--- src/rtl/fetch_ctrl.sv ---
// Fetch sequencer: owns the PC, keeps one instruction request in flight, drops stale
// responses after a redirect, and hands {pc, inst} to decode through a one-entry buffer.
module fetch_ctrl #(
    parameter logic [31:0] RESET_PC = 32'h1C000000
) (
    input  logic        clk,
    input  logic        reset,
    input  logic        br_taken,
    input  logic [31:0] br_target,
    output logic        inst_req,
    output logic [31:0] inst_addr,
    input  logic        inst_addr_ok,
    input  logic        inst_data_ok,
    input  logic [31:0] inst_rdata,
    output logic        id_valid,
    input  logic        id_ready,
    output logic [63:0] id_bus
);
    typedef enum logic [1:0] {S_REQ, S_WAIT, S_DISCARD} state_e;

    state_e      state_q, state_d;
    logic [31:0] pc_q, pc_d;
    logic [31:0] req_pc_q, req_pc_d;
    logic [31:0] buf_pc_q, buf_pc_d;
    logic [31:0] buf_inst_q, buf_inst_d;
    logic        buf_valid_q, buf_valid_d;
    logic        drain, accept, fill;

    // A new request is only launched when its response is guaranteed a free buffer slot.
    assign drain    = buf_valid_q && id_ready;
    assign inst_req = reset && (state_q == S_REQ) && !br_taken && (!buf_valid_q || drain);
    assign accept   = inst_req && inst_addr_ok;
    assign fill     = (state_q == S_WAIT) && inst_data_ok && !br_taken;

    assign inst_addr = pc_q;
    assign id_valid  = buf_valid_q;
    assign id_bus    = {buf_pc_q, buf_inst_q};

    always_comb begin
        state_d     = state_q;
        pc_d        = pc_q;
        req_pc_d    = req_pc_q;
        buf_valid_d = buf_valid_q;
        buf_pc_d    = buf_pc_q;
        buf_inst_d  = buf_inst_q;

        if (br_taken) begin
            pc_d        = br_target & ~32'h3;
            buf_valid_d = 1'b0;
        end else if (accept) begin
            pc_d     = pc_q + 32'd4;
            req_pc_d = pc_q;
        end

        if (fill) begin
            buf_valid_d = 1'b1;
            buf_pc_d    = req_pc_q;
            buf_inst_d  = inst_rdata;
        end else if (drain && !br_taken) begin
            buf_valid_d = 1'b0;
        end

        // A response still owed after a redirect must be swallowed in DISCARD.
        case (state_q)
            S_REQ:     if (accept) state_d = S_WAIT;
            S_WAIT: begin
                if (inst_data_ok)  state_d = S_REQ;
                else if (br_taken) state_d = S_DISCARD;
            end
            S_DISCARD: if (inst_data_ok) state_d = S_REQ;
            default:   state_d = S_REQ;
        endcase
    end

    always_ff @(posedge clk or negedge reset) begin
        if (!reset) begin
            state_q     <= S_REQ;
            pc_q        <= RESET_PC;
            req_pc_q    <= 32'h0;
            buf_valid_q <= 1'b0;
            buf_pc_q    <= 32'h0;
            buf_inst_q  <= 32'h0;
        end else begin
            state_q     <= state_d;
            pc_q        <= pc_d;
            req_pc_q    <= req_pc_d;
            buf_valid_q <= buf_valid_d;
            buf_pc_q    <= buf_pc_d;
            buf_inst_q  <= buf_inst_d;
        end
    end
endmodule
--- config.mk ---
export PLATFORM = sky130hd
export DESIGN_NAME = fetch_ctrl
export DESIGN_NICKNAME = d
export VERILOG_FILES = /design/src/rtl/fetch_ctrl.sv
export SDC_FILE = /design/constraint.sdc
export NUM_CORES = 1
export LEC_CHECK = 0
export CORE_ASPECT_RATIO = 1.75
export CORE_MARGIN = 5
export CORE_UTILIZATION = 33
export DETAILED_ROUTE_END_ITERATION = 8
export PLACE_DENSITY = 0.67
export SYNTH_ARGS = -nofsm -noshare
export SYNTH_HDL_FRONTEND = slang
export SYNTH_SLANG_ARGS = --single-unit
--- constraint.sdc ---
create_clock -name clk -period 1.6 [get_ports clk]
set_input_delay 0.32 -clock clk [delete_from_list [all_inputs] [get_ports clk]]
set_output_delay 0.32 -clock clk [all_outputs]
set_load 0.05 [all_outputs]
==> summary.log, run 1 <==
INFO  worst_setup_path reg2reg_to=inst_addr[31]
INFO  worst_setup_path r2r_cells=7
INFO  logic_synthesis yosys.cell_count.top_type=dfrtp_1
INFO  logic_synthesis dominantRegCellSynth=dfrtp_1
INFO  timing         layout_worst_path_cycle_share=116.6%
INFO  timing         fmax=535.9MHz
INFO  timing         timing.hold.ws=21.12ps
INFO  worst_setup_path critical_path_required=1280ps
INFO  pwr            ir_drop=0.0006368V
INFO  logic_synthesis synth.ff_latch_count=125
INFO  pwr            p_leak=4.477nW
INFO  logic_synthesis synthTopCellsByArea=dfrtp_1, mux2_2, nand2_1, o21ai_0, nand3_1
INFO  run_status     status=finished, violations left
INFO  placed_design  placed_cells=935
INFO  placed_design  port-buffer-count=161
INFO  cts            clock_sinks=125
INFO  cts            htree_levels=4
INFO  logic_synthesis yosysTopAreaCell=dfrtp_1
INFO  floorplan      die_w=108.0um
INFO  detailed_routing dr_total_vias=4869
INFO  cts            cts_tree=done
INFO  timing         slew_viol_final=0
INFO  logic_synthesis syn_inst=495
INFO  worst_setup_path setup.worst_path.class=reg2out
INFO  worst_setup_path timing.critical_path.max_delay_family=flip-flops
INFO  worst_setup_path critical_path.n_buffers_inverters=2
INFO  timing         finalHoldViolCount=0
INFO  cts            cts_max_path_buffers=2
INFO  cts            cts-root-buf=clkbuf_16
INFO  cells_and_area syn2layout_area_growth=75.76%
INFO  grt            vias_in_the_first_global_route=5236
INFO  detailed_routing route.final.wire_length=18470um
INFO  worst_setup_path path_max_fanout=2
INFO  floorplan      fp.dieArea=0.01961mm^2
INFO  grt            antenna_found_initial=0
INFO  logic_synthesis number_of_enable_flip_flop_cells_after_synthesis=0
INFO  cts            worst_skew_pair_later_pin_latency=400ps
INFO  detailed_routing ant_nets=0
INFO  logic_synthesis syn-mean-instance-area=11.21um^2
INFO  floorplan      die-height=181.5um
INFO  placed_design  dp_hpwl=12440um
INFO  logic_synthesis synth.cell_area=0.005549mm^2
INFO  logic_synthesis synth_cell_types=56
INFO  worst_setup_path regToRegSetupSlack=-240ps
INFO  worst_setup_path timing.critical_path.to_type=primary output
INFO  timing         final.setup.worst_slack=-265.9ps
INFO  pwr            power.density=1402mW/mm^2
INFO  cells_and_area drive_gt1_share=50.07%
INFO  detailed_routing avg_vias_per_cell=4.923
INFO  grt            gr-usage-all-layers=18.35%
INFO  timing         max_slew_margin=64.90%
INFO  worst_setup_path critical_path.cell_chain=nor4b_4 > buf_4 > and2_4 > buf_12
INFO  detailed_routing first_pass_iters=6
INFO  timing         setup_repair_after_global_routing_missed_its_margin=true
INFO  floorplan      placeableCoreArea=0.01645mm^2
INFO  timing         clock_skew=10.00ps
INFO  cts            clk_pin_slew=50ps
INFO  timing         fin_crit=1866ps
INFO  worst_hold_path hold_path_class=in2async
INFO  worst_setup_path timing.critical_path.from_type=flop
INFO  floorplan      fp-row-count=62
INFO  logic_synthesis synth_warnings=0
INFO  cells_and_area final_nets=823
INFO  worst_setup_path worstReg2RegStart=state_q[1]
INFO  logic_synthesis ys_async_sr_fraction=100.0%
INFO  cells_and_area num_antenna_cells=0
INFO  detailed_routing remaining_drc_errors=0
INFO  placed_design  gpl.final_weighted_congestion=0.8301
INFO  worst_setup_path critPathArrivalTime=1550ps
INFO  floorplan      ios=168
INFO  timing         max_slew.worst_pin.slew=526.5ps
INFO  detailed_routing initialDrtViolationCount=272
INFO  grt            wire_length_of_the_first_global_routing_pass=27990um
INFO  logic_synthesis synthTopCellsByCount=dfrtp_1, nand2_1, mux2_2
INFO  grt            global_route.overflow_total=0
INFO  worst_setup_path critical-path-slowest-cell=dfrtp_2
INFO  cts            cts_buffers=17
INFO  cells_and_area final.fill_count=1327
INFO  pwr            finalPower=13.67mW
INFO  logic_synthesis synth_sequential_area_ratio=56.44%
INFO  worst_setup_path crit_path_max_cell_delay=430ps
INFO  floorplan      floorplan.initialDensity=33.74%
INFO  job            cap_viol_max_count=0
INFO  logic_synthesis yosys_top_cell_area_share=55.02%
INFO  cells_and_area final_cell_count_no_fill=989
INFO  timing         setup_viol=121
INFO  run_status     failing_checks=setup timing
INFO  detailed_routing routedWlPerCell=18.68um
INFO  grt            grt_max_degree=87
-- area by class of cell --
| class | count | area [um^2] | area share (%) |
|---|---|---|---|
| clock buffers | 25 | 475.5 | 4.875 |
| flip-flops and latches | 125 | 3164 | 32.44 |
| repair buffers | 267 | 2992 | 30.67 |
| multi-input cells | 335 | 2750 | 28.20 |
| clock inverters | 7 | 66.31 | 0.6799 |
| well taps | 224 | 280.3 | 2.874 |
| inverters | 6 | 25.02 | 0.2566 |
-- timing repair --
item,in CTS,in global routing
buffers inserted,13,7
gates resized for setup,74,106
hold buffers,0,0
setup endpoints to repair,104,124
pin swaps,17,14
cloned,7,1
-- registers in the layout, indices dropped and copies added, names as in the netlist --
name and flops:
buf_inst_q 32, buf_pc_q 30, id_valid 1, inst_addr 30, req_pc_q 30, state_q 2
-- through the flow --
step / TNS (ps) / cell area, um^2 / utilization [%] / setup slack (ps)
floorplan: -1644 / 5697 / - / -252.8
global placement: -29180 / 8289 / 50.40 / -335.1
detailed placement: -31690 / 8289 / 50.40 / -400.5
CTS: -17480 / 9369 / 56.97 / -264.6
global route: -22080 / 9753 / 59.30 / -297.9
finish: -16420 / 9753 / 59.30 / -265.9
-- layer usage --
layer	vias to the layer above	wire [um]	global-route usage (%)	share of wire, %
met5	-	0	0	0
met3	33	802	3.518	4.3
met4	0	546	8.089	3.0
met1	2433	6776	19.78	37
met2	155	10350	33.97	56
li1	2248	-	-	-
-- cells by family after synthesis --
group	count (synthesis)	share of synthesized area, %
fa+ha+maj	1	0.2254
buf+inv	38	3.833
xor+xnor	1	0.1579
flops	125	56.44
simple gates	203	18.83
mux	63	12.76
other cells	1	0.06758
compound gates	63	7.689
-- report_power, final --
group | switching (mW) | internal [mW]
Sequential | 0.569 | 3.96
Clock | 1.33 | 2.21
Combinational | 3.25 | 2.35
Total | 5.15 | 8.52
-- worst max path at each step --
stage	startpoint	end	slack [ps]	cells past startpoint
2_1_floorplan	inst_addr[6]	inst_addr[21]	-250	6
3_5_place_dp	id_ready	inst_addr[5]	-400	7
4_1_cts	state_q[1]	inst_req	-260	4
3_3_place_gp	id_ready	inst_addr[17]	-340	6
5_1_grt	state_q[1]	inst_req	-300	4
6_report	state_q[1]	inst_req	-270	4
-- worst register-to-register path, delay by kind of cell (launching register included) --
kind | cells | cell delay [ps]
AND/OR/NAND/NOR | 4 | 910
flip-flops | 1 | 430
buffers and inverters | 3 | 440
-- cell usage in the layout (no fill, tap or decap), types with 5 or more instances in the layout --
master           count
nand4_1              8
nand2_1            103
mux2_4              62
clkbuf_1             6
buf_4              127
nor2_4               6
buf_12              48
dfrtp_1             96
inv_1                5
nand3_1             14
buf_16               5
buf_8                9
clkdlybuf4s50_1     65
nand3b_1             6
clkbuf_16           18
buf_6               11
dfrtp_2             26
nand2_2             15
o211ai_1            10
o21ai_0              6
o21ai_1             13
(Power assumes the default switching activity.)
==> inputs of run 2 (changes only) <==
--- a/config.mk
+++ b/config.mk
@@ -7,9 +7,10 @@
 export LEC_CHECK = 0
 export CORE_ASPECT_RATIO = 1.75
 export CORE_MARGIN = 5
-export CORE_UTILIZATION = 33
+export CORE_UTILIZATION = 43
 export DETAILED_ROUTE_END_ITERATION = 8
-export PLACE_DENSITY = 0.67
+export MAX_ROUTING_LAYER = met4
+export PLACE_DENSITY = 0.82
 export SYNTH_ARGS = -nofsm -noshare
 export SYNTH_HDL_FRONTEND = slang
 export SYNTH_SLANG_ARGS = --single-unit
==> summary.log, run 2 (synthesized netlist as in run 1, its figures left out) <==
INFO  run_status     status=finished, violations left
INFO  run_status     failing_checks=setup timing
INFO  placed_design  post-place-ws=-427.0ps [-26.58 ps]
INFO  cells_and_area final_common_cell=buf_4
INFO  timing         final.setup.worst_slack=-285.8ps [-19.89 ps]
INFO  floorplan      die-height=160.3um [-12%]
INFO  floorplan      fp-row-count=55 [-11%]
INFO  cts            htree_levels=4 [unchanged]
INFO  cts            clock_sinks=125 [unchanged]
INFO  detailed_routing route.final.wire_length=19510um [+5.6%]
INFO  cells_and_area multi_input_comb_area=0.002653mm^2 [-3.5%]
INFO  floorplan      floorplan.initialDensity=43.35% [+9.6 points]
INFO  detailed_routing first_pass_iters=5 [-1]
INFO  worst_hold_path hold-path-endpoint=state_q[0]
INFO  floorplan      ios=168 [unchanged]
INFO  worst_setup_path r2r_cells=6 [-1]
INFO  pwr            power.density=1446mW/mm^2 [+3.2%]
INFO  timing         max_slew.worst_pin.slew=571.8ps [+45.27 ps]
INFO  grt            antenna_found_initial=0 [unchanged]
INFO  cts            cts-root-buf=clkbuf_16
INFO  worst_setup_path critical_path_required=1280ps [about the same]
INFO  worst_setup_path path_max_fanout=2 [unchanged]
INFO  job            cap_viol_max_count=0 [unchanged]
INFO  cells_and_area largest_reg_flops=32 [unchanged]
INFO  worst_hold_path min_path_cells=3
INFO  cells_and_area drive_gt1_share=50.33% [+0.26 points]
INFO  cells_and_area final.fill_count=760 [-43%]
INFO  cts            cts_tree=done
INFO  worst_setup_path critical_path.cell_chain=nor4b_4 > buf_4 > and2_4 > buf_12
INFO  timing         setup_repair_after_global_routing_missed_its_margin=true
INFO  worst_hold_path hold_start=br_taken
INFO  timing         finalHoldViolCount=0 [unchanged]
INFO  worst_setup_path timing.critical_path.to_type=primary output
INFO  grt            grt_util_met3=5.514% [+2.0 points]
INFO  worst_setup_path worstReg2RegStart=state_q[1]
INFO  placed_design  dp_hpwl=12130um [-2.5%]
INFO  cells_and_area mostFrequentLayoutCells=buf_4, nand2_1, dfrtp_1
INFO  worst_setup_path critPathArrivalTime=1570ps [+20 ps]
INFO  cts            cts_buffers=17 [unchanged]
INFO  placed_design  port-buffer-count=161 [unchanged]
INFO  grt            vias_in_the_first_global_route=5546 [+5.9%]
INFO  worst_setup_path regToRegSetupSlack=-280ps [-40 ps]
INFO  worst_hold_path hold_path_class=in2reg
INFO  detailed_routing routedWlPerCell=20.80um [+11%]
INFO  timing         fmax=530.3MHz [-1.1%]
INFO  floorplan      die_w=95.88um [-11%]
INFO  grt            grt_max_degree=106 [+22%]
INFO  detailed_routing dr_total_vias=5185 [+6.5%]
INFO  grt            wire_length_of_the_first_global_routing_pass=29730um [+6.2%]
INFO  cells_and_area num_antenna_cells=0 [unchanged]
INFO  timing         layout_worst_path_cycle_share=117.9% [+1.2 points]
INFO  worst_setup_path reg2reg_to=buf_pc_q[15]
INFO  grt            gr-usage-all-layers=26.34% [+8.0 points]
INFO  grt            met2_usage=45.87% [+12 points]
INFO  cells_and_area sequential_area=0.003163mm^2 [about the same]
INFO  cells_and_area final_nets=825 [+0.24%]
INFO  floorplan      fp.dieArea=0.01537mm^2 [-22%]
INFO  grt            grt_most_used_layer=met2
INFO  detailed_routing ant_nets=0 [unchanged]
INFO  worst_setup_path critical-path-slowest-cell=dfrtp_1
INFO  pwr            ir_drop=0.0008550V [+34%]
INFO  detailed_routing avg_vias_per_cell=5.528 [+12%]
INFO  cells_and_area syn2layout_area_growth=73.53%
INFO  floorplan      placeableCoreArea=0.01280mm^2 [-22%]
INFO  cts            worst_skew_pair_later_pin_latency=420ps [+20 ps]
INFO  timing         max_slew_margin=61.88% [-3.0 points]
INFO  grt            met1_usage=27.75% [+8.0 points]
INFO  pwr            p_leak=4.452nW [-0.55%]
INFO  timing         clock_skew=6.803ps [-3.201 ps]
INFO  timing         fin_crit=1886ps [+19.89 ps]
INFO  worst_setup_path setup.worst_path.class=reg2out
INFO  timing         slew_viol_final=0 [unchanged]
INFO  cts            clk_pin_slew=60ps [about the same]
INFO  placed_design  gpl.final_weighted_congestion=0.8522 [+2.7%]
INFO  worst_setup_path timing.critical_path.from_type=flop
INFO  cts            cts_max_path_buffers=2 [unchanged]
INFO  detailed_routing initialDrtViolationCount=367 [+35%]
INFO  detailed_routing remaining_drc_errors=0 [unchanged]
INFO  cells_and_area max_flop_register=buf_inst_q
INFO  timing         setup_viol=122 [+0.83%]
INFO  pwr            finalPower=13.92mW [+1.8%]
INFO  worst_setup_path crit_path_max_cell_delay=410ps [-20 ps]
INFO  grt            global_route.overflow_total=0 [unchanged]
## run 2: layout make-up
cell class / instances / share of cell area (%)
Multi-Input combinational cell: 335 / 27.55
Clock buffer: 19 / 4.704
Clock inverter: 13 / 1.468
Sequential cell: 125 / 32.85
Inverter: 6 / 0.2599
Timing Repair Buffer: 269 / 30.95
Tap cell: 171 / 2.222
## run 2: per-stage QoR
stage / utilization, % / std cells / TNS, ps / hold WS (ps) / area [um^2]
finish: 75.23 / 938 / -23440 / 339.6 / 9629
global route: 75.23 / 938 / -27270 / 335.6 / 9629
CTS: 74.26 / 935 / -16450 / 336.3 / 9505
detailed placement: 63.97 / 879 / -37730 / 306.0 / 8188
global placement: 63.97 / 879 / -29230 / 293.8 / 8188
floorplan: - / 498 / -1644 / 24.41 / 5697
## run 2: worst max-delay path by stage
stage | start | end | slack [ps] | cells past startpoint
2_1_floorplan | inst_addr[6] | inst_addr[21] | -250 | 6
3_3_place_gp | id_ready | inst_addr[24] | -330 | 7
3_5_place_dp | inst_data_ok | buf_inst_q[13] | -430 | 5
4_1_cts | state_q[1] | inst_req | -290 | 4
5_1_grt | state_q[1] | inst_req | -340 | 4
6_report | state_q[1] | inst_req | -290 | 4
## run 2: what timing repair did
action,in CTS,in global routing
cloned,9,0
hold buffers,1,0
resized for setup,111,28
hold endpoints to repair,20,0
endpoints found under the setup margin,118,124
buffers inserted,15,3
pin swaps,10,19
## run 2: per-layer routing
layer | wire length [um] | up-vias
li1 | - | 2265
met1 | 6719 | 2588
met2 | 10790 | 258
met3 | 1094 | 74
met4 | 903 | 0
met5 | 0 | -
## run 2: report_power, final
part / total [mW] / switching [mW] / internal, mW
clock: 3.86 / 1.48 / 2.38
combinational: 5.54 / 3.30 / 2.24
sequential: 4.53 / 0.573 / 3.96
total: 13.9 / 5.35 / 8.57
## run 2: worst max-delay path: cells and delay by family, from the launching register on
kind	cells	cell delay, ps
flip-flops	1	410
AND/OR/NAND/NOR	2	450
buffers and inverters	2	290
